--- config.mk ---
export PLATFORM = sky130hd
export DESIGN_NAME = wb_stage_flat
export DESIGN_NICKNAME = d
export VERILOG_FILES = /design/src/rtl/wb_stage_if.sv /design/src/rtl/wb_stage.sv /design/src/flat_wrapper.sv
export SDC_FILE = /design/constraint.sdc
export NUM_CORES = 1
export LEC_CHECK = 0
export ABC_AREA = 0
export CORE_MARGIN = 4
export CORE_UTILIZATION = 40
export CTS_CLUSTER_DIAMETER = 200
export DETAILED_ROUTE_END_ITERATION = 7
export GPL_TIMING_DRIVEN = 0
export PLACE_DENSITY = 0.8
export SLEW_MARGIN = 25
export SYNTH_ARGS = -nofsm -noshare
export SYNTH_HDL_FRONTEND = slang
export SYNTH_SLANG_ARGS = --single-unit
--- constraint.sdc ---
create_clock -name clk -period 3.8 [get_ports clk]
set_input_delay 0.76 -clock clk [delete_from_list [all_inputs] [get_ports clk]]
set_output_delay 0.76 -clock clk [all_outputs]
set_load 0.1 [all_outputs]
--- src/rtl/wb_stage_if.sv ---
// Writeback-stage bus: memory-stage instruction handshake, data-memory load
// response and the register-file write port, grouped for the wb_stage ports.
interface wb_stage_if;
    logic        in_valid;
    logic        in_ready;
    logic [1:0]  wb_sel;
    logic        reg_we;
    logic [4:0]  rd;
    logic [2:0]  funct3;
    logic [31:0] alu_result;
    logic [31:0] pc_plus4;
    logic        dmem_rvalid;
    logic [31:0] dmem_rdata;
    logic        rf_we;
    logic [4:0]  rf_waddr;
    logic [31:0] rf_wdata;
    logic [63:0] instret;

    // Upstream side: memory stage plus data-memory response, observing the write port.
    modport master (
        output in_valid, wb_sel, reg_we, rd, funct3, alu_result, pc_plus4,
        output dmem_rvalid, dmem_rdata,
        input  in_ready, rf_we, rf_waddr, rf_wdata, instret
    );

    // The writeback stage itself.
    modport slave (
        input  in_valid, wb_sel, reg_we, rd, funct3, alu_result, pc_plus4,
        input  dmem_rvalid, dmem_rdata,
        output in_ready, rf_we, rf_waddr, rf_wdata, instret
    );
endinterface

--- src/rtl/wb_stage.sv ---
// rv32 writeback stage: selects load data / ALU result / PC+4 and drives a
// registered register-file write port. Define WB_INSTRET_EN to build the 64-bit instret counter.
module wb_stage (
    input  logic       clk,
    input  logic       rst,
    wb_stage_if.slave  bus
);

    localparam logic [1:0] SEL_LOAD = 2'b00;
    localparam logic [1:0] SEL_ALU  = 2'b01;
    localparam logic [1:0] SEL_PC4  = 2'b10;
    localparam logic [1:0] SEL_RSVD = 2'b11;

    typedef enum logic [0:0] {
        IDLE      = 1'b0,
        WAIT_LOAD = 1'b1
    } state_t;

    state_t      state_reg, state_next;
    logic [1:0]  sel_reg, sel_next;
    logic        we_reg, we_next;
    logic [4:0]  rd_reg, rd_next;
    logic [2:0]  funct3_reg, funct3_next;
    logic [1:0]  off_reg, off_next;
    logic        rf_we_reg, rf_we_next;
    logic [4:0]  rf_waddr_reg, rf_waddr_next;
    logic [31:0] rf_wdata_reg, rf_wdata_next;

    logic        accept;
    logic        load_accept;
    logic        load_done;
    logic [31:0] nonload_data;
    logic [31:0] load_data;
    logic [7:0]  rdata_byte [4];
    logic [7:0]  sel_byte;
    logic [15:0] sel_half;

    // A write only reaches the register file for real destinations with a defined source.
    function automatic logic write_gate(input logic we, input logic [4:0] r, input logic [1:0] s);
        return we && (r != 5'd0) && (s != SEL_RSVD);
    endfunction

    assign bus.in_ready = (state_reg == IDLE);
    assign accept       = bus.in_valid && (state_reg == IDLE);
    assign load_accept  = accept && (bus.wb_sel == SEL_LOAD) && bus.reg_we;
    assign load_done    = (state_reg == WAIT_LOAD) && bus.dmem_rvalid;

    always_comb begin
        nonload_data = 32'd0;
        case (bus.wb_sel)
            SEL_ALU: nonload_data = bus.alu_result;
            SEL_PC4: nonload_data = bus.pc_plus4;
            default: nonload_data = 32'd0;
        endcase
    end

    generate
        for (genvar gi = 0; gi < 4; gi++) begin : g_byte_lane
            assign rdata_byte[gi] = bus.dmem_rdata[8*gi +: 8];
        end
    endgenerate

    assign sel_byte = rdata_byte[off_reg];
    assign sel_half = off_reg[1] ? bus.dmem_rdata[31:16] : bus.dmem_rdata[15:0];

    always_comb begin
        load_data = bus.dmem_rdata;
        case (funct3_reg)
            3'b000:  load_data = {{24{sel_byte[7]}}, sel_byte};
            3'b001:  load_data = {{16{sel_half[15]}}, sel_half};
            3'b100:  load_data = {24'd0, sel_byte};
            3'b101:  load_data = {16'd0, sel_half};
            default: load_data = bus.dmem_rdata;
        endcase
    end

    always_comb begin
        state_next    = state_reg;
        sel_next      = sel_reg;
        we_next       = we_reg;
        rd_next       = rd_reg;
        funct3_next   = funct3_reg;
        off_next      = off_reg;
        rf_we_next    = 1'b0;
        rf_waddr_next = rf_waddr_reg;
        rf_wdata_next = rf_wdata_reg;

        case (state_reg)
            IDLE: begin
                // Responses arriving here (stray or same-cycle-as-accept) are dropped.
                if (accept) begin
                    sel_next    = bus.wb_sel;
                    we_next     = bus.reg_we;
                    rd_next     = bus.rd;
                    funct3_next = bus.funct3;
                    off_next    = bus.alu_result[1:0];
                    if (load_accept) begin
                        state_next = WAIT_LOAD;
                    end else begin
                        rf_we_next    = write_gate(bus.reg_we, bus.rd, bus.wb_sel);
                        rf_waddr_next = bus.rd;
                        rf_wdata_next = nonload_data;
                    end
                end
            end
            WAIT_LOAD: begin
                if (bus.dmem_rvalid) begin
                    state_next    = IDLE;
                    rf_we_next    = write_gate(we_reg, rd_reg, sel_reg);
                    rf_waddr_next = rd_reg;
                    rf_wdata_next = load_data;
                end
            end
            default: state_next = IDLE;
        endcase
    end

    always_ff @(posedge clk or posedge rst) begin
        if (rst) begin
            state_reg    <= IDLE;
            sel_reg      <= SEL_LOAD;
            we_reg       <= 1'b0;
            rd_reg       <= 5'd0;
            funct3_reg   <= 3'd0;
            off_reg      <= 2'd0;
            rf_we_reg    <= 1'b0;
            rf_waddr_reg <= 5'd0;
            rf_wdata_reg <= 32'd0;
        end else begin
            state_reg    <= state_next;
            sel_reg      <= sel_next;
            we_reg       <= we_next;
            rd_reg       <= rd_next;
            funct3_reg   <= funct3_next;
            off_reg      <= off_next;
            rf_we_reg    <= rf_we_next;
            rf_waddr_reg <= rf_waddr_next;
            rf_wdata_reg <= rf_wdata_next;
        end
    end

    assign bus.rf_we    = rf_we_reg;
    assign bus.rf_waddr = rf_waddr_reg;
    assign bus.rf_wdata = rf_wdata_reg;

`ifdef WB_INSTRET_EN
    logic        retire;
    logic [63:0] instret_reg;

    // Every non-load accept and every load completion retires, write gated or not.
    assign retire = (accept && !load_accept) || load_done;

    always_ff @(posedge clk or posedge rst) begin
        if (rst) begin
            instret_reg <= 64'd0;
        end else if (retire) begin
            instret_reg <= instret_reg + 64'd1;
        end
    end

    assign bus.instret = instret_reg;
`else
    assign bus.instret = 64'd0;
`endif

endmodule
--- src/flat_wrapper.sv ---
// flat-port wrapper written by rule: the top's interface ports become plain ports
module wb_stage_flat 
  (clk, rst, bus_in_valid, bus_wb_sel, bus_reg_we, bus_rd, bus_funct3, bus_alu_result, bus_pc_plus4, bus_dmem_rvalid, bus_dmem_rdata, bus_in_ready, bus_rf_we, bus_rf_waddr, bus_rf_wdata, bus_instret);
  wb_stage_if bus_i ();
  input  logic clk;
  input  logic rst;
  input wire logic [$bits(bus_i.in_valid)-1:0] bus_in_valid;
  input wire logic [$bits(bus_i.wb_sel)-1:0] bus_wb_sel;
  input wire logic [$bits(bus_i.reg_we)-1:0] bus_reg_we;
  input wire logic [$bits(bus_i.rd)-1:0] bus_rd;
  input wire logic [$bits(bus_i.funct3)-1:0] bus_funct3;
  input wire logic [$bits(bus_i.alu_result)-1:0] bus_alu_result;
  input wire logic [$bits(bus_i.pc_plus4)-1:0] bus_pc_plus4;
  input wire logic [$bits(bus_i.dmem_rvalid)-1:0] bus_dmem_rvalid;
  input wire logic [$bits(bus_i.dmem_rdata)-1:0] bus_dmem_rdata;
  output wire logic [$bits(bus_i.in_ready)-1:0] bus_in_ready;
  output wire logic [$bits(bus_i.rf_we)-1:0] bus_rf_we;
  output wire logic [$bits(bus_i.rf_waddr)-1:0] bus_rf_waddr;
  output wire logic [$bits(bus_i.rf_wdata)-1:0] bus_rf_wdata;
  output wire logic [$bits(bus_i.instret)-1:0] bus_instret;
  assign bus_i.in_valid = bus_in_valid;
  assign bus_i.wb_sel = bus_wb_sel;
  assign bus_i.reg_we = bus_reg_we;
  assign bus_i.rd = bus_rd;
  assign bus_i.funct3 = bus_funct3;
  assign bus_i.alu_result = bus_alu_result;
  assign bus_i.pc_plus4 = bus_pc_plus4;
  assign bus_i.dmem_rvalid = bus_dmem_rvalid;
  assign bus_i.dmem_rdata = bus_dmem_rdata;
  assign bus_in_ready = bus_i.in_ready;
  assign bus_rf_we = bus_i.rf_we;
  assign bus_rf_waddr = bus_i.rf_waddr;
  assign bus_rf_wdata = bus_i.rf_wdata;
  assign bus_instret = bus_i.instret;
  wb_stage u_core (.clk(clk), .rst(rst), .bus(bus_i));
endmodule
# After elaboration in Yosys (flattened, before gate mapping)

Index checks and enable logic that the tools add are counted.

Magnitude comparators: 1
Equal/unequal tests: 10
Multiplexer cells: 22
Bitwise operators: 2
Reductions and logical operators: 13

Operators with widths:

| kind                 | count |
|---|---|
| $pmux W32 S2         | 2 |
| $pmux W32 S4         | 1 |
| $mux W32             | 3 |
| $bmux W8 S2          | 1 |
| $mux W16             | 1 |
| $mux W8              | 2 |
| $mux W5              | 3 |
| $pmux W5 S2          | 1 |
| $reduce_bool A5 Y1   | 2 |
| $ne A2 B2 Y1 const B | 4 |
| $logic_and A1 B1 Y1  | 7 |
| $eq A3 B3 Y1 const B | 2 |
| $mux W1              | 6 |
| $pmux W1 S2          | 2 |
| $eq A3 B1 Y1 const B | 1 |
| $ge A3 B3 Y1 const B | 1 |
| $logic_not A3 Y1     | 1 |
| $not A2 Y3           | 1 |
| $reduce_and A3 Y1    | 1 |
| $eq A2 B1 Y1 const B | 1 |
| $eq A2 B2 Y1 const B | 1 |
| $logic_not A2 Y1     | 1 |
| $ne A2 B1 Y1 const B | 1 |
| $reduce_and A2 Y1    | 1 |
| $not A1 Y1           | 1 |

Register bits: 52
Output and inout port bits: 103

# Depth between registers and ports, before layout

Depth after elaboration: 7
Depth in mapped cells: 7
Mapped depth without buffers: 6

# Worst setup path after synthesis

OpenSTA, ideal clock, no wires.

Kind: input to register
Start point: input port bus_wb_sel[0]
End point: register u_core.rf_wdata_reg[10] (netlist: u_core.bus.rf_wdata[10])
Library setup time: 135 ps
Arrival: 1911 ps
Required time: 3665 ps
Slack: 1754 ps
Cell stages on the path: 7
Buffers on the path: 1
Path through: inv_1 ha_1 nand2_1 a21boi_2 buf_2 mux2i_1 o31ai_1

Cells in the longest elaborated chain, start to end: 5
Elaborated cells on any way between the ends: 11

Ends and longest elaborated chain:

| item                                                       | RTL line                       | RTL |
|---|---|---|
| start: declaration                                         | flat_wrapper.sv:8              | `input wire logic [$bits(bus_i.wb_sel)-1:0] bus_wb_sel;` |
| $eq A2 B2 Y1 (tied with other cells)                       | wb_stage.sv:50                 | `case (bus.wb_sel)` |
| $pmux W32 S2 / $logic_and A1 B1 Y1 (equally long branches) | wb_stage.sv:50, wb_stage.sv:45 |  |
| $mux W32 / $logic_and A1 B1 Y1 (equally long branches)     | wb_stage.sv:97, wb_stage.sv:45 |  |
| $mux W32 / $ne A2 B2 Y1 (equally long branches)            | --                             |  |
| $pmux W32 S2 / $reduce_and A3 Y1 (equally long branches)   | --                             |  |
| end signal: assignment                                     | wb_stage.sv:138                | `rf_wdata_reg <= rf_wdata_next;` |
| end: declaration                                           | wb_stage.sv:27                 | `logic [31:0] rf_wdata_reg, rf_wdata_next;` |

Parallel ways exist; a longest one is shown, timed or not. The select of a mux whose other input is x is not followed.
A chain may end at the register's enable or synchronous reset.

# Worst setup path in the final report

Start point: register u_core.state_reg
End point: output port bus_in_ready

Cells in the longest elaborated chain, start to end: 1

Ends and longest elaborated chain:

| item                     | RTL line           | RTL |
|---|---|---|
| start: declaration       | wb_stage.sv:19     | `state_t state_reg, state_next;` |
| start signal: assignment | wb_stage.sv:130    | `state_reg <= state_next;` |
| $not A1 Y1 (no line)     | --                 |  |
| end: declaration         | flat_wrapper.sv:16 | `output wire logic [$bits(bus_i.in_ready)-1:0] bus_in_ready;` |

Every way passes these cells.

==> results.txt <==
The area enclosed by the die boundary came out at 11100 sq um. The part of the total power dissipated in combinational logic is 0.585. The flip-flop count of the largest register, all copies and words added came out at 32. The number of gates resized after CTS was 0. The final number of max-transition violations came to 0. The top achievable clock speed came out at 0.360 GHz. Cell internal power was estimated by the tool at 1.27 mW. Using the TritonRoute via totals, the vias-per-cell ratio works out to 4.97. Counting the fill cells in the layout gives 829. Summed over all cells, the static leakage comes to 2.65 nW.

The share of final-layout standard cells stronger than drive strength 1 came out at 0.137. The number of violations reported at the end of detailed-routing iteration 0 came out at 153. No sink is reached through more buffers than the 2 on the longest clock path. The critical path goes through inv_1 > clkdlybuf4s50_1.

Of the total power, the share spent switching nets is 0.518. Data on the critical path arrives at its endpoint at 2.02 ns. The sum of negative setup slack came out at 0 ns. The count of unresolved DRC violations after routing is 0.

The number of cells traversed by the worst hold path is 2. The post-synthesis cell type count came out at 42. The flow ran to the end, and the final reports show no timing, DRC or antenna violations.

The post-layout instance area came out at 5810 sq um. The number of sinks handled by clock tree synthesis is 52. At the end of routability-driven placement, the weighted congestion stood at 0.952. The H-tree depth reported by CTS came out at 2. The number of failing hold endpoints at the final stage came out at 0. TritonCTS built the clock tree.

The relative slew slack is 0.313. The mean instance size in the synthesized netlist is 8.82 sq um. Setup repair after global routing left no endpoint under its margin. The worst path needs 2.78 ns of the cycle, external delays included. The count of input and output buffers is 149. The sequential area share after synthesis is 0.342. Detailed placement finished with a half-perimeter wire length of 10.7 mm.

The predominant post-synthesis flop cell is dfrtp_1. The insertion delay to the later sink of the worst-skew pair is 0.31 ns. The clock network power share came out at 0.150. The worst setup path is launched from a register. In this run the horizontal extent of the chip is 106 microns.

The first global-routing pass estimated 20.4 mm of wire. The clock transition at the register clock pins on the worst setup and hold paths after CTS is 0.10 ns. The largest area contributor in the synthesized netlist is dfrtp_1. Summing all placed instances gives a cell area of 5690 sq um.

The cell area that synthesis handed to floorplanning was 3800 sq um. In this design, the stage delay of the slowest critical-path cell is 1.14 ns. The commonest cells after synthesis are 64 x buf_4, 52 x dfrtp_1, 50 x nand2_1. The number of global-route vias before repair came out at 3910. The synthesized instance count is 431.

The number of non-filler instances in the completed layout came out at 780. The floorplan has 35 rows. The worst clock skew came out at 0.00820 ns. After global routing the overflow that remains totals 0. In the post-synthesis netlist, the biggest area contributors are dfrtp_1 34%, buf_4 13%, a22o_1 5.5%. The post-route fraction of the period consumed by the critical path came out at 0.730. Once the clock tree was built, the setup fixing pass inserted 0 buffers.

The slowest stage of the critical path belongs to the cell clkdlybuf4s50_1. The required arrival time at the worst endpoint came out at 3.04 ns. Measured along the y axis, the die boundary spans 106 microns. The part of the total power dissipated in sequential elements is 0.266.

The category of the most critical setup path is reg2out. The total placed cells including tap cells is 772. Counting flops with a built-in enable in the synthesized netlist gives 0. The share of Yosys cell area claimed by the top area cell type is 0.342.

The min-delay analysis places its worst path in the category reg2reg. In this run the clock root is driven by a clkbuf_8. STA classifies the critical path endpoint as a primary output. Power comes to 2.63 mW. Before antenna repair, the detailed router went through 4 iterations. The placeable core region is 9240 sq um.

The most frequent cell after synthesis is buf_4. The number of antenna diodes came out at 0. The cell count of the worst reg-to-reg path came out at 6. Along the worst path, the maximum fanout reaches 6.

In this run the count of I/O pins placed on the die edge is 214. The wire length after detailed routing came out at 13.3 mm. The count of nets after finishing is 765.

The worst-margin pin slew is 1.03 ns. The count of synthesis-stage warnings from yosys is 0. For this block, the via count after detailed routing is 3874. The analysis attributes to net switching a power of 1.36 mW.

The cts-stage hold buffer count is 0. The initial utilization of the core area, before any placement, comes to 0.412. In the global route stage, overall resource usage came out at 0.229. The number of antenna violations at the first check in global routing is 0. Entering global routing, the biggest net connects 53 pins.

The remaining antenna violation count is 0. The layout overhead on the synthesized area is 52.7%. The post-detailed-route wirelength per cell is 17.0 microns. Setup violations remaining at the end of the flow were counted as 0.

The power density normalized to cell area is 452 nW/um^2. The maximum ir drop on the vdd rail is 0.288 mV. The number of maximum-capacitance constraint violations came out at 0. The number of buffers inserted during clock tree synthesis came out at 5. The share of flip-flops with an asynchronous set or reset after synthesis came out at 1.00.

The number of register bits inferred by synthesis came out at 52.
==> worst paths after layout <==
check / slack (ns) / to / startpoint
min reg2reg: 0.49 / u_core.we_reg / u_core.we_reg
min in group asynchronous: 0.88 / u_core.bus.rf_waddr[2] / rst
max reg2reg: 1.80 / u_core.bus.rf_wdata[11] / u_core.state_reg
max: 1.02 / bus_in_ready / u_core.state_reg
max in group asynchronous: 2.46 / u_core.bus.rf_wdata[29] / rst
min: 0.49 / u_core.we_reg / u_core.we_reg
==> routing by layer <==
metal  track usage  wire [microns]
met1         0.284            5340
met2         0.393            6510
met3        0.0496            1090
met4        0.0759             330
met5             0               0
==> critical path: cells and delay by family (launching register included) <==
kind	cells	cell delay (ns)
buffers and inverters	2	1.26
DFF	1	0.44
==> cells in the final DEF (no fill, tap or decap), types with 2 or more instances in the layout <==
master,instances
clkdlybuf4s50_1,149
buf_4,64
conb_1,64
dfrtp_1,52
nand2_1,50
a21oi_1,25
a22o_1,24
a2bb2oi_1,23
clkbuf_1,20
mux2i_1,18
nor2b_1,17
and2_1,17
o21ai_0,15
nor2_1,12
o21ai_1,10
a22oi_1,8
a211o_1,8
buf_2,7
nor3_1,7
o31ai_1,7
o2111ai_1,7
inv_1,5
clkbuf_8,5
nand2b_1,4
buf_1,4
ha_1,4
mux2_2,2
a211oi_1,2
or4_1,2
==> through the flow <==
step,hold slack [ns],setup WS (ns),util
after CTS,0.492,1.01,0.628
after global routing,0.513,0.953,0.628
after detailed placement,0.468,0.842,0.616
after global placement,0.459,0.774,0.616
final,0.490,1.02,0.628
after floorplan,0.446,1.75,-
==> power groups by stage <==
stage / registers, mW / logic, mW / clock network [mW]
2_1_floorplan: 1.22 / 0.633 / 0
3_3_place_gp: 0.705 / 1.52 / 0
3_5_place_dp: 0.707 / 1.53 / 0
4_1_cts: 0.697 / 1.53 / 0.398
5_1_grt: 0.709 / 1.60 / 0.416
6_report: 0.697 / 1.54 / 0.393
==> kinds of logic after synthesis <==
kind of cell               Yosys count  synth area share
DFF                                 52             0.342
adders and majority gates            4            0.0132
muxes                               21            0.0592
other                                1          0.000986
AOI/OAI and AO/OA                  138             0.267
and+or+nand+nor                    113             0.150
buffers and inverters              102             0.168
==> final cells by class <==
cell class | instances | area (sq um) | area share
buffer | 96 | 617 | 0.106
clock buffer | 5 | 68.8 | 0.0119
clock inverter | 3 | 42.5 | 0.00733
inverter | 6 | 25.0 | 0.00431
multi-input combinational | 340 | 2100 | 0.361
sequential | 52 | 1300 | 0.224
tap | 129 | 161 | 0.0278
timing repair buffer | 149 | 1490 | 0.257
Power figures use the tool's default switching activity.
